--- src/rtl/sprite_scan_scheduler.sv ---
// Per-line sprite attribute scan: fills up to MAX_SLOTS active slots for the next video line.
// Optional macro SPRITE_SCAN_EARLY_EXIT_EN: stop scanning as soon as every slot is filled.
module sprite_scan_scheduler #(
  parameter int NUM_SPRITES = 32,
  parameter int MAX_SLOTS   = 8,
  parameter int SPRITE_H    = 32,
  parameter int V_TOTAL     = 525
) (
  input  logic        clk,
  input  logic        reset,
  input  logic        line_start,
  input  logic [9:0]  VGA_VCOUNT,
  output logic [4:0]  tbl_addr,
  input  logic [23:0] tbl_data,
  output logic        slot_we,
  output logic [2:0]  slot_idx,
  output logic [23:0] slot_data,
  output logic [3:0]  slot_count,
  output logic        overflow,
  output logic        done
);

  localparam logic [4:0]  LAST_ADDR = 5'(NUM_SPRITES - 1);
  localparam logic [3:0]  MAX_CNT   = 4'(MAX_SLOTS);
  localparam logic [10:0] V_TOTAL_W = 11'(V_TOTAL);
  localparam logic [10:0] H_SPAN    = 11'(SPRITE_H - 1);
`ifdef SPRITE_SCAN_EARLY_EXIT_EN
  localparam logic EARLY_EXIT = 1'b1;
  localparam logic KEEP_OVF   = 1'b0;
`else
  localparam logic EARLY_EXIT = 1'b0;
  localparam logic KEEP_OVF   = 1'b1;
`endif

  typedef enum logic [1:0] {
    IDLE  = 2'd0,
    SCAN  = 2'd1,
    DRAIN = 2'd2,
    DONE  = 2'd3
  } state_t;

  // Vertical coverage test; 11-bit math so y+SPRITE_H-1 never wraps past line 1023.
  function automatic logic sprite_hit(input logic [4:0] id, input logic [9:0] y,
                                      input logic [9:0] target);
    logic [10:0] tgt_w;
    logic [10:0] top_w;
    logic [10:0] bot_w;
    tgt_w = {1'b0, target};
    top_w = {1'b0, y};
    bot_w = top_w + H_SPAN;
    return (id != 5'd0) && (tgt_w >= top_w) && (tgt_w <= bot_w);
  endfunction

  state_t      state_r, state_nxt_s;
  logic [4:0]  addr_r, addr_nxt_s;
  logic [3:0]  count_r, count_nxt_s;
  logic        ovf_r, ovf_nxt_s;
  logic        eval_r, eval_nxt_s;
  logic [9:0]  target_r, target_nxt_s;
  logic [3:0]  slot_count_r, slot_count_nxt_s;
  logic        overflow_r, overflow_nxt_s;
  logic        hit_s;
  logic        wr_s;
  logic        full_s;
  logic        early_stop_s;
  logic [10:0] next_line_s;

  // eval_r marks that tbl_data carries the entry addressed in the previous cycle.
  assign hit_s        = eval_r && sprite_hit(tbl_data[23:19], tbl_data[9:0], target_r);
  assign wr_s         = hit_s && (count_r < MAX_CNT);
  assign full_s       = hit_s && (count_r >= MAX_CNT);
  assign early_stop_s = EARLY_EXIT && wr_s && (count_r == (MAX_CNT - 4'd1));
  assign next_line_s  = {1'b0, VGA_VCOUNT} + 11'd1;

  // Next-state, scan address, slot counting and commit logic.
  always_comb begin
    state_nxt_s      = state_r;
    addr_nxt_s       = addr_r;
    count_nxt_s      = count_r;
    ovf_nxt_s        = ovf_r;
    eval_nxt_s       = eval_r;
    target_nxt_s     = target_r;
    slot_count_nxt_s = slot_count_r;
    overflow_nxt_s   = overflow_r;

    case (state_r)
      IDLE: begin
        addr_nxt_s = 5'd0;
        eval_nxt_s = 1'b0;
      end
      SCAN: begin
        if (early_stop_s) begin
          state_nxt_s = DONE;
          addr_nxt_s  = 5'd0;
          eval_nxt_s  = 1'b0;
        end else if (addr_r == LAST_ADDR) begin
          state_nxt_s = DRAIN;
          eval_nxt_s  = 1'b1;
        end else begin
          addr_nxt_s = addr_r + 5'd1;
          eval_nxt_s = 1'b1;
        end
      end
      DRAIN: begin
        state_nxt_s = DONE;
        addr_nxt_s  = 5'd0;
        eval_nxt_s  = 1'b0;
      end
      DONE: begin
        state_nxt_s      = IDLE;
        addr_nxt_s       = 5'd0;
        eval_nxt_s       = 1'b0;
        slot_count_nxt_s = count_r;
        overflow_nxt_s   = ovf_r & KEEP_OVF;
      end
      default: begin
        state_nxt_s = IDLE;
        addr_nxt_s  = 5'd0;
        eval_nxt_s  = 1'b0;
      end
    endcase

    if (wr_s) begin
      count_nxt_s = count_r + 4'd1;
    end else begin
      count_nxt_s = count_r;
    end

    if (full_s) begin
      ovf_nxt_s = 1'b1;
    end else begin
      ovf_nxt_s = ovf_r;
    end

    // A new line always wins: any scan in flight is abandoned without committing.
    if (line_start) begin
      state_nxt_s  = SCAN;
      target_nxt_s = (next_line_s == V_TOTAL_W) ? 10'd0 : next_line_s[9:0];
      count_nxt_s  = 4'd0;
      ovf_nxt_s    = 1'b0;
      addr_nxt_s   = 5'd0;
      eval_nxt_s   = 1'b0;
    end else begin
      target_nxt_s = target_r;
    end
  end

  // State and datapath registers.
  always_ff @(posedge clk or negedge reset) begin
    if (!reset) begin
      state_r      <= IDLE;
      addr_r       <= 5'd0;
      count_r      <= 4'd0;
      ovf_r        <= 1'b0;
      eval_r       <= 1'b0;
      target_r     <= 10'd0;
      slot_count_r <= 4'd0;
      overflow_r   <= 1'b0;
    end else begin
      state_r      <= state_nxt_s;
      addr_r       <= addr_nxt_s;
      count_r      <= count_nxt_s;
      ovf_r        <= ovf_nxt_s;
      eval_r       <= eval_nxt_s;
      target_r     <= target_nxt_s;
      slot_count_r <= slot_count_nxt_s;
      overflow_r   <= overflow_nxt_s;
    end
  end

  assign tbl_addr   = addr_r;
  assign slot_we    = wr_s;
  assign slot_idx   = wr_s ? count_r[2:0] : 3'd0;
  assign slot_data  = wr_s ? tbl_data : 24'd0;
  assign slot_count = slot_count_r;
  assign overflow   = overflow_r;
  assign done       = (state_r == DONE);

endmodule

--- config.mk ---
export PLATFORM = sky130hd
export DESIGN_NAME = sprite_scan_scheduler
export DESIGN_NICKNAME = d
export VERILOG_FILES = /design/src/rtl/sprite_scan_scheduler.sv
export SDC_FILE = /design/constraint.sdc
export NUM_CORES = 1
export LEC_CHECK = 0
export ABC_AREA = 1
export BUFFER_PORTS_ARGS = -buffer_cell sky130_fd_sc_hd__buf_2
export CAP_MARGIN = 20
export CORE_AREA = 4 4 75 77
export CTS_CLUSTER_SIZE = 14
export DETAILED_ROUTE_END_ITERATION = 10
export DIE_AREA = 0 0 79 81
export PLACE_DENSITY = 0.77
export SLEW_MARGIN = 20
export SYNTH_ARGS = -nofsm -noshare
export SYNTH_HDL_FRONTEND = slang
export SYNTH_SLANG_ARGS = --single-unit
--- constraint.sdc ---
create_clock -name clk -period 2.65 [get_ports clk]
set_input_delay 0.1325 -clock clk [delete_from_list [all_inputs] [get_ports clk]]
set_output_delay 0.1325 -clock clk [all_outputs]
set_load 0.01 [all_outputs]
==> results of run 1 <==
-- cell families (layout without fill, tap and decap cells) --
family | count (synthesis) | in the layout | share of synthesized area (%)
flops | 28 | 28 | 28.84
xor+xnor | 14 | 14 | 5.046
buf+inv | 70 | 148 | 11.89
fa+ha+maj | 30 | 30 | 15.45
simple gates | 180 | 180 | 32.96
compound gates | 26 | 26 | 5.819
-- metal layers --
layer | vias to the layer above | global-route usage, % | routed length [um]
met3 | 6 | 2.439 | 207
met2 | 55 | 34.18 | 2847
met5 | - | 0 | 0
met4 | 0 | 3.780 | 48
met1 | 1043 | 21.26 | 2541
li1 | 1229 | - | -
-- power groups by stage --
stage	combinational, mW	clock, mW	sequential [mW]
after floorplan	0.346	0	0.533
after global placement	0.484	0	0.536
after detailed placement	0.506	0	0.539
after CTS	0.510	0.338	0.532
after global routing	0.598	0.354	0.541
final	0.517	0.331	0.533
-- layout by cell type (no fill, tap or decap), types with 3 or more instances in the layout --
cell type and n:
nand3_1 21, buf_2 75, a21oi_1 12, nand4_1 4, inv_2 3, nand3_2 3, clkbuf_8 3, o21ai_0 10
nand2_1 84, inv_1 60, nor3_1 4, buf_4 3, nor2_2 10, xor2_1 11, nor2_1 45, nand2_2 4
dfrtp_1 28, xnor2_1 3, ha_1 29
-- worst paths after layout --
check | cells after the start | to | slack, ps | from
min | 4 | target_r[0] | 180 | VGA_VCOUNT[0]
max reg2reg | 12 | count_r[0] | 810 | target_r[9]
min in group asynchronous | 2 | slot_count[0] | 390 | reset
min reg2reg | 2 | slot_count[1] | 500 | slot_count[1]
max | 18 | slot_data[14] | 150 | tbl_data[0]
max in group asynchronous | 2 | state_r[0] | 1850 | reset
-- flip-flops by register name (all words and copies together), names as in the netlist --
register and flops:
target_r 10, tbl_addr 5, count_r 4, slot_count 4, state_r 2, eval_r 1, overflow 1, ovf_r 1
-- worst max-delay path: stages --
cell and delay [ps]:
buf_2 110, inv_1 70, ha_2 190, inv_1 80
nor3_4 180, nand2_1 80, nand2_2 70, nor2_1 50
xor2_1 140, ha_1 280, a21o_1 180, a21oi_1 120
nand2_1 80, nand2_2 100, nand3_4 90, buf_12 170
nor2_1 90, buf_2 130
-- final cells by class --
| cell class | instances | area share (%) |
|---|---|---|
| clock buffers | 3 | 1.378 |
| clock inverters | 1 | 1.002 |
| inverters | 63 | 7.891 |
| multi-input cells | 250 | 48.77 |
| flip-flops and latches | 28 | 23.38 |
| well taps | 70 | 2.923 |
| repair buffers | 81 | 14.66 |
-- what timing repair did --
action / in CTS / in global routing
pin swaps: 0 / 2
setup endpoints to repair: 10 / 28
setup buffers: 0 / 1
gates cloned: 0 / 0
endpoints found under the hold margin: 28 / 0
resized for setup: 1 / 10
hold buffers: 1 / 0
-- stage by stage --
stage          utilization (%)  total power, mW
6_report                 59.82            1.381
5_1_grt                  59.82            1.494
4_1_cts                  59.02            1.381
3_5_place_dp             57.29            1.045
3_3_place_gp             57.29            1.020
2_1_floorplan                -           0.8787
==> results.ini, run 1 <==
[worst_setup_path]
crit_type=in -> out
startpoint_type=input port
end_kind=primary output
critical_path_arrival_ps=2360
cp_data_required_time_ps=2520
crit_fanout=19

[placement]
dp_hpwl_mm=4.548
dp_cells=490
gp_congestion=0.7922
preCtsSetupSlack_ps=-11.82
dpl_cell_area_mm2=0.002870
io_buffers=75

[timing]
max_freq_ghz=0.4007
hold_slack_ps=175.7
clock_skew_ps=11.21
finalCriticalPeriod_ps=2495
min_period_over_period_pct=94.17
setup_viol=0
worst_slew_pin_slew_ps=615.4
setup_ws_ps=154.6
relSlewSlack_pct=58.97
drv_slew=0
final-hold-violation-count=0
fin_setup_tns_ps=0
rsz0062_at_grt=yes

[synth]
synth_top_area_share_pct=28.84
syn-instance-count=348
synth_edf_count=0
synth_nets=415
synthTopCellsByCount=nand2_1, inv_1, nor2_1
synth_largest_area_cell=dfrtp_1
synthTopCellsByArea=dfrtp_1, ha_1, nand2_1, inv_1, nor2_1
syn_area_mm2=0.002430
avgSynthCellArea_um2=6.982
yosys_warnings=0
ys_seq_area_share_pct=28.84
synth.ff_latch_count=28
async_flop_share_pct=100.0
synth_cell_types=27
yosysMostFrequentCell=nand2_1
synthFlopType=dfrtp_1

[pwr]
leakagePower_nw=1.795
pwr-share-comb_pct=37.4
pwr-share-seq_pct=38.6
clockPowerShare_pct=23.9
power.density_mw_per_mm2=460.8
vdd_drop_max_v=0.0002262
p_int_mw=0.8834
power_switching_mw=0.4975
p_sw_share_pct=36.03

[global_routing]
grt_use_total_pct=17.87
grt_pass1_vias=2263
grt_antenna_before_repair=0
grt_pass1_wl_mm=9.315
grt_max_degree=29
grt-ovfl-total=0

[routing]
wl_per_cell_um=11.38
wl_mm=5.645
num_vias=2333
drc=0
drt_iter0_markers=68
drtAntennaViolNets=0
first_pass_iters=4
via_per_inst=4.704

[floorplanning]
die_w_um=79
rows=26
core_area_mm2=0.005010
initial_core_util_pct=48.50
ioPinCount=76
die_area_mm2=0.006399
dieHeight_um=81

[layout]
fin_area_mm2=0.002997
seq_area_um2=700.7
antenna_cells=0
synthToLayoutAreaGrowth_pct=23.33
fillCellCount=478
multiInputGateArea_mm2=0.001461
fin_cells=496
layout-drive-gt1-share_pct=26.06
fin_nets=494

[clocking]
clock_path_buffers=2
path_clk_slew_ps=80
htreeDepth=1
cts_tree=done
insertion_delay_ps=280
numCtsBuffers=3
clock-sinks=28
cts_root_buf=clkbuf_8

[hold_path]
hp-class=in -> reg

[flow_run]
drv_cap=0

[status]
status=finished clean

(Power assumes the default switching activity.)
==> run 2: changes to the inputs <==
--- a/config.mk
+++ b/config.mk
@@ -8,11 +8,10 @@
 export ABC_AREA = 1
 export BUFFER_PORTS_ARGS = -buffer_cell sky130_fd_sc_hd__buf_2
 export CAP_MARGIN = 20
-export CORE_AREA = 4 4 75 77
+export CORE_AREA = 4 4 102 104
 export CTS_CLUSTER_SIZE = 14
 export DETAILED_ROUTE_END_ITERATION = 10
-export DIE_AREA = 0 0 79 81
-export PLACE_DENSITY = 0.77
+export DIE_AREA = 0 0 106 108
 export SLEW_MARGIN = 20
 export SYNTH_ARGS = -nofsm -noshare
 export SYNTH_HDL_FRONTEND = slang
==> results.ini, run 2 (synthesized netlist as in run 1, its figures left out) <==
[routing]
num_vias=2399  ; was 2333
drc=0  ; unchanged
via_per_inst=4.246  ; was 4.704
drt_iter0_markers=123  ; was 68
first_pass_iters=4  ; unchanged
wl_mm=6.712  ; was 5.645 mm
wl_per_cell_um=11.88  ; was 11.38 um
drtAntennaViolNets=0  ; unchanged

[layout]
fin_cells=565  ; was 496
fillCellCount=999  ; was 478
finish.utilization_pct=37.16  ; was 59.82%
layout_common_cells=nand2_1, inv_1, buf_2  ; was nand2_1, buf_2, inv_1
layout-drive-gt1-share_pct=34.49  ; was 26.06%
synthToLayoutAreaGrowth_pct=46.03  ; was 23.33%
multiInputGateArea_mm2=0.001682  ; was 0.001461 mm^2
largest_reg_flops=10  ; unchanged
fin_nets=500  ; was 494
top_register=target_r  ; unchanged
layout_commonest_cell=nand2_1  ; unchanged
seq_area_um2=700.7  ; unchanged
antenna_cells=0  ; unchanged

[global_routing]
grt_pass1_vias=2284  ; was 2263
grt-ovfl-total=0  ; unchanged
grt_antenna_before_repair=0  ; unchanged
grt_max_degree=29  ; unchanged
grt_use_total_pct=10.50  ; was 17.87%
grt_pass1_wl_mm=10.14  ; was 9.315 mm

[flow_run]
drv_cap=0  ; unchanged

[placement]
preCtsSetupSlack_ps=-22.28  ; was -11.82 ps
gp_congestion=0.8057  ; was 0.7922
dp_hpwl_mm=4.983  ; was 4.548 mm
io_buffers=75  ; unchanged
dp_cells=553  ; was 490

[clocking]
clock-sinks=28  ; unchanged
cts_root_buf=clkbuf_8  ; unchanged
clock_path_buffers=2  ; unchanged
cts_tree=done  ; unchanged
htreeDepth=1  ; unchanged
numCtsBuffers=3  ; unchanged
path_clk_slew_ps=100  ; was 80 ps
insertion_delay_ps=270  ; was 280 ps

[floorplanning]
die_w_um=106  ; was 79 um
dieHeight_um=108  ; was 81 um
initial_core_util_pct=25.45  ; was 48.50%
die_area_mm2=0.01145  ; was 0.006399 mm^2
ioPinCount=76  ; unchanged
rows=36  ; was 26
core_area_mm2=0.009549  ; was 0.005010 mm^2

[worst_setup_path]
crit_type=in -> out  ; unchanged
cp_data_required_time_ps=2520  ; about the same
crit_fanout=6  ; was 19
critical_path_arrival_ps=2470  ; was 2360 ps
startpoint_type=input port  ; unchanged
end_kind=primary output  ; unchanged

[hold_path]
hp-class=in -> reg  ; unchanged

[timing]
final-hold-violation-count=0  ; unchanged
worst_slew_pin_slew_ps=633.7  ; was 615.4 ps
relSlewSlack_pct=57.76  ; was 58.97%
min_period_over_period_pct=98.37  ; was 94.17%
setup_viol=0  ; unchanged
finalCriticalPeriod_ps=2607  ; was 2495 ps
max_freq_ghz=0.3836  ; was 0.4007 GHz
hold_slack_ps=185.2  ; was 175.7 ps
setup_ws_ps=43.08  ; was 154.6 ps
drv_slew=0  ; unchanged
clock_skew_ps=13.62  ; was 11.21 ps
rsz0062_at_grt=yes  ; unchanged

[status]
status=finished clean  ; unchanged

[pwr]
power.density_mw_per_mm2=425.5  ; was 460.8 mW/mm^2
leakagePower_nw=1.878  ; was 1.795 nW
vdd_drop_max_v=0.0001852  ; was 0.0002262 V

run 2: cell types whose count changed in the layout (fill, tap and decap cells not counted), moves of 3 or more:
cell and change:
nor2_1 -20, nor2_4 +21, clkbuf_16 +3, buf_6 +22
inv_4 +4, inv_1 -4, buf_2 -20
run 2: worst paths after layout:
kind	startpoint	endpoint	slack [ps]	cells after the start
min in group asynchronous	reset	slot_count[1]	410	2
worst min register to register	target_r[0]	target_r[0]	490	2
worst min-delay path	line_start	ovf_r	190	2
worst max-delay path	tbl_data[1]	slot_data[11]	40	18
worst max register to register	target_r[9]	count_r[0]	540	13
max in group asynchronous	reset	target_r[4]	1820	2
run 2: cell type report:
class                           instances  share of cell area (%)
Inverter                               63                   6.946
Clock buffer                            3                   1.164
Sequential cell                        28                   19.75
Timing Repair Buffer                   87                   19.22
Tap cell                              133                   4.690
Clock inverter                          1                  0.8463
Multi-Input combinational cell        250                   47.39
run 2: worst max-delay path, cell delays in order:
cell	delay, ps
buf_6	100
inv_4	60
ha_4	140
inv_4	40
nor3_4	170
nand2_1	80
nand2_2	90
nor2_2	50
xor2_1	140
ha_1	350
a21o_1	180
a21oi_2	120
nand2_1	60
nand2_2	110
nand3_4	180
clkbuf_16	230
nor2_4	120
buf_6	110
run 2: repair_timing:
item | in CTS | in global routing
buffers inserted | 0 | 3
gates resized for setup | 1 | 91
cloned | 0 | 4
setup endpoints to repair | 5 | 28
pin swaps | 0 | 21
hold endpoints to repair | 28 | 0
hold buffers | 1 | 0
run 2: where the power goes:
part	leakage (nW)	switching, mW	internal, mW
clock network	0.0357	0.127	0.202
logic	1.48	0.377	0.269
registers	0.365	0.0528	0.481
run 2: stage by stage:
step	setup TNS (ps)	total power, mW	instance area [um^2]
final	0	1.510	3548
after floorplan	0	0.8787	2430
after global placement	0	1.034	2962
after CTS	0	1.396	3048
after global routing	-997.9	1.633	3548
after detailed placement	-55.91	1.058	2962
run 2: metal layers:
layer  GRT usage, %  up-vias  share of wire, %
met1          13.30     1098                45
li1               -     1246                 -
met2          19.26       51                51
met5              0        -                 0
met3          1.672        4               3.6
met4          1.480        0              0.67
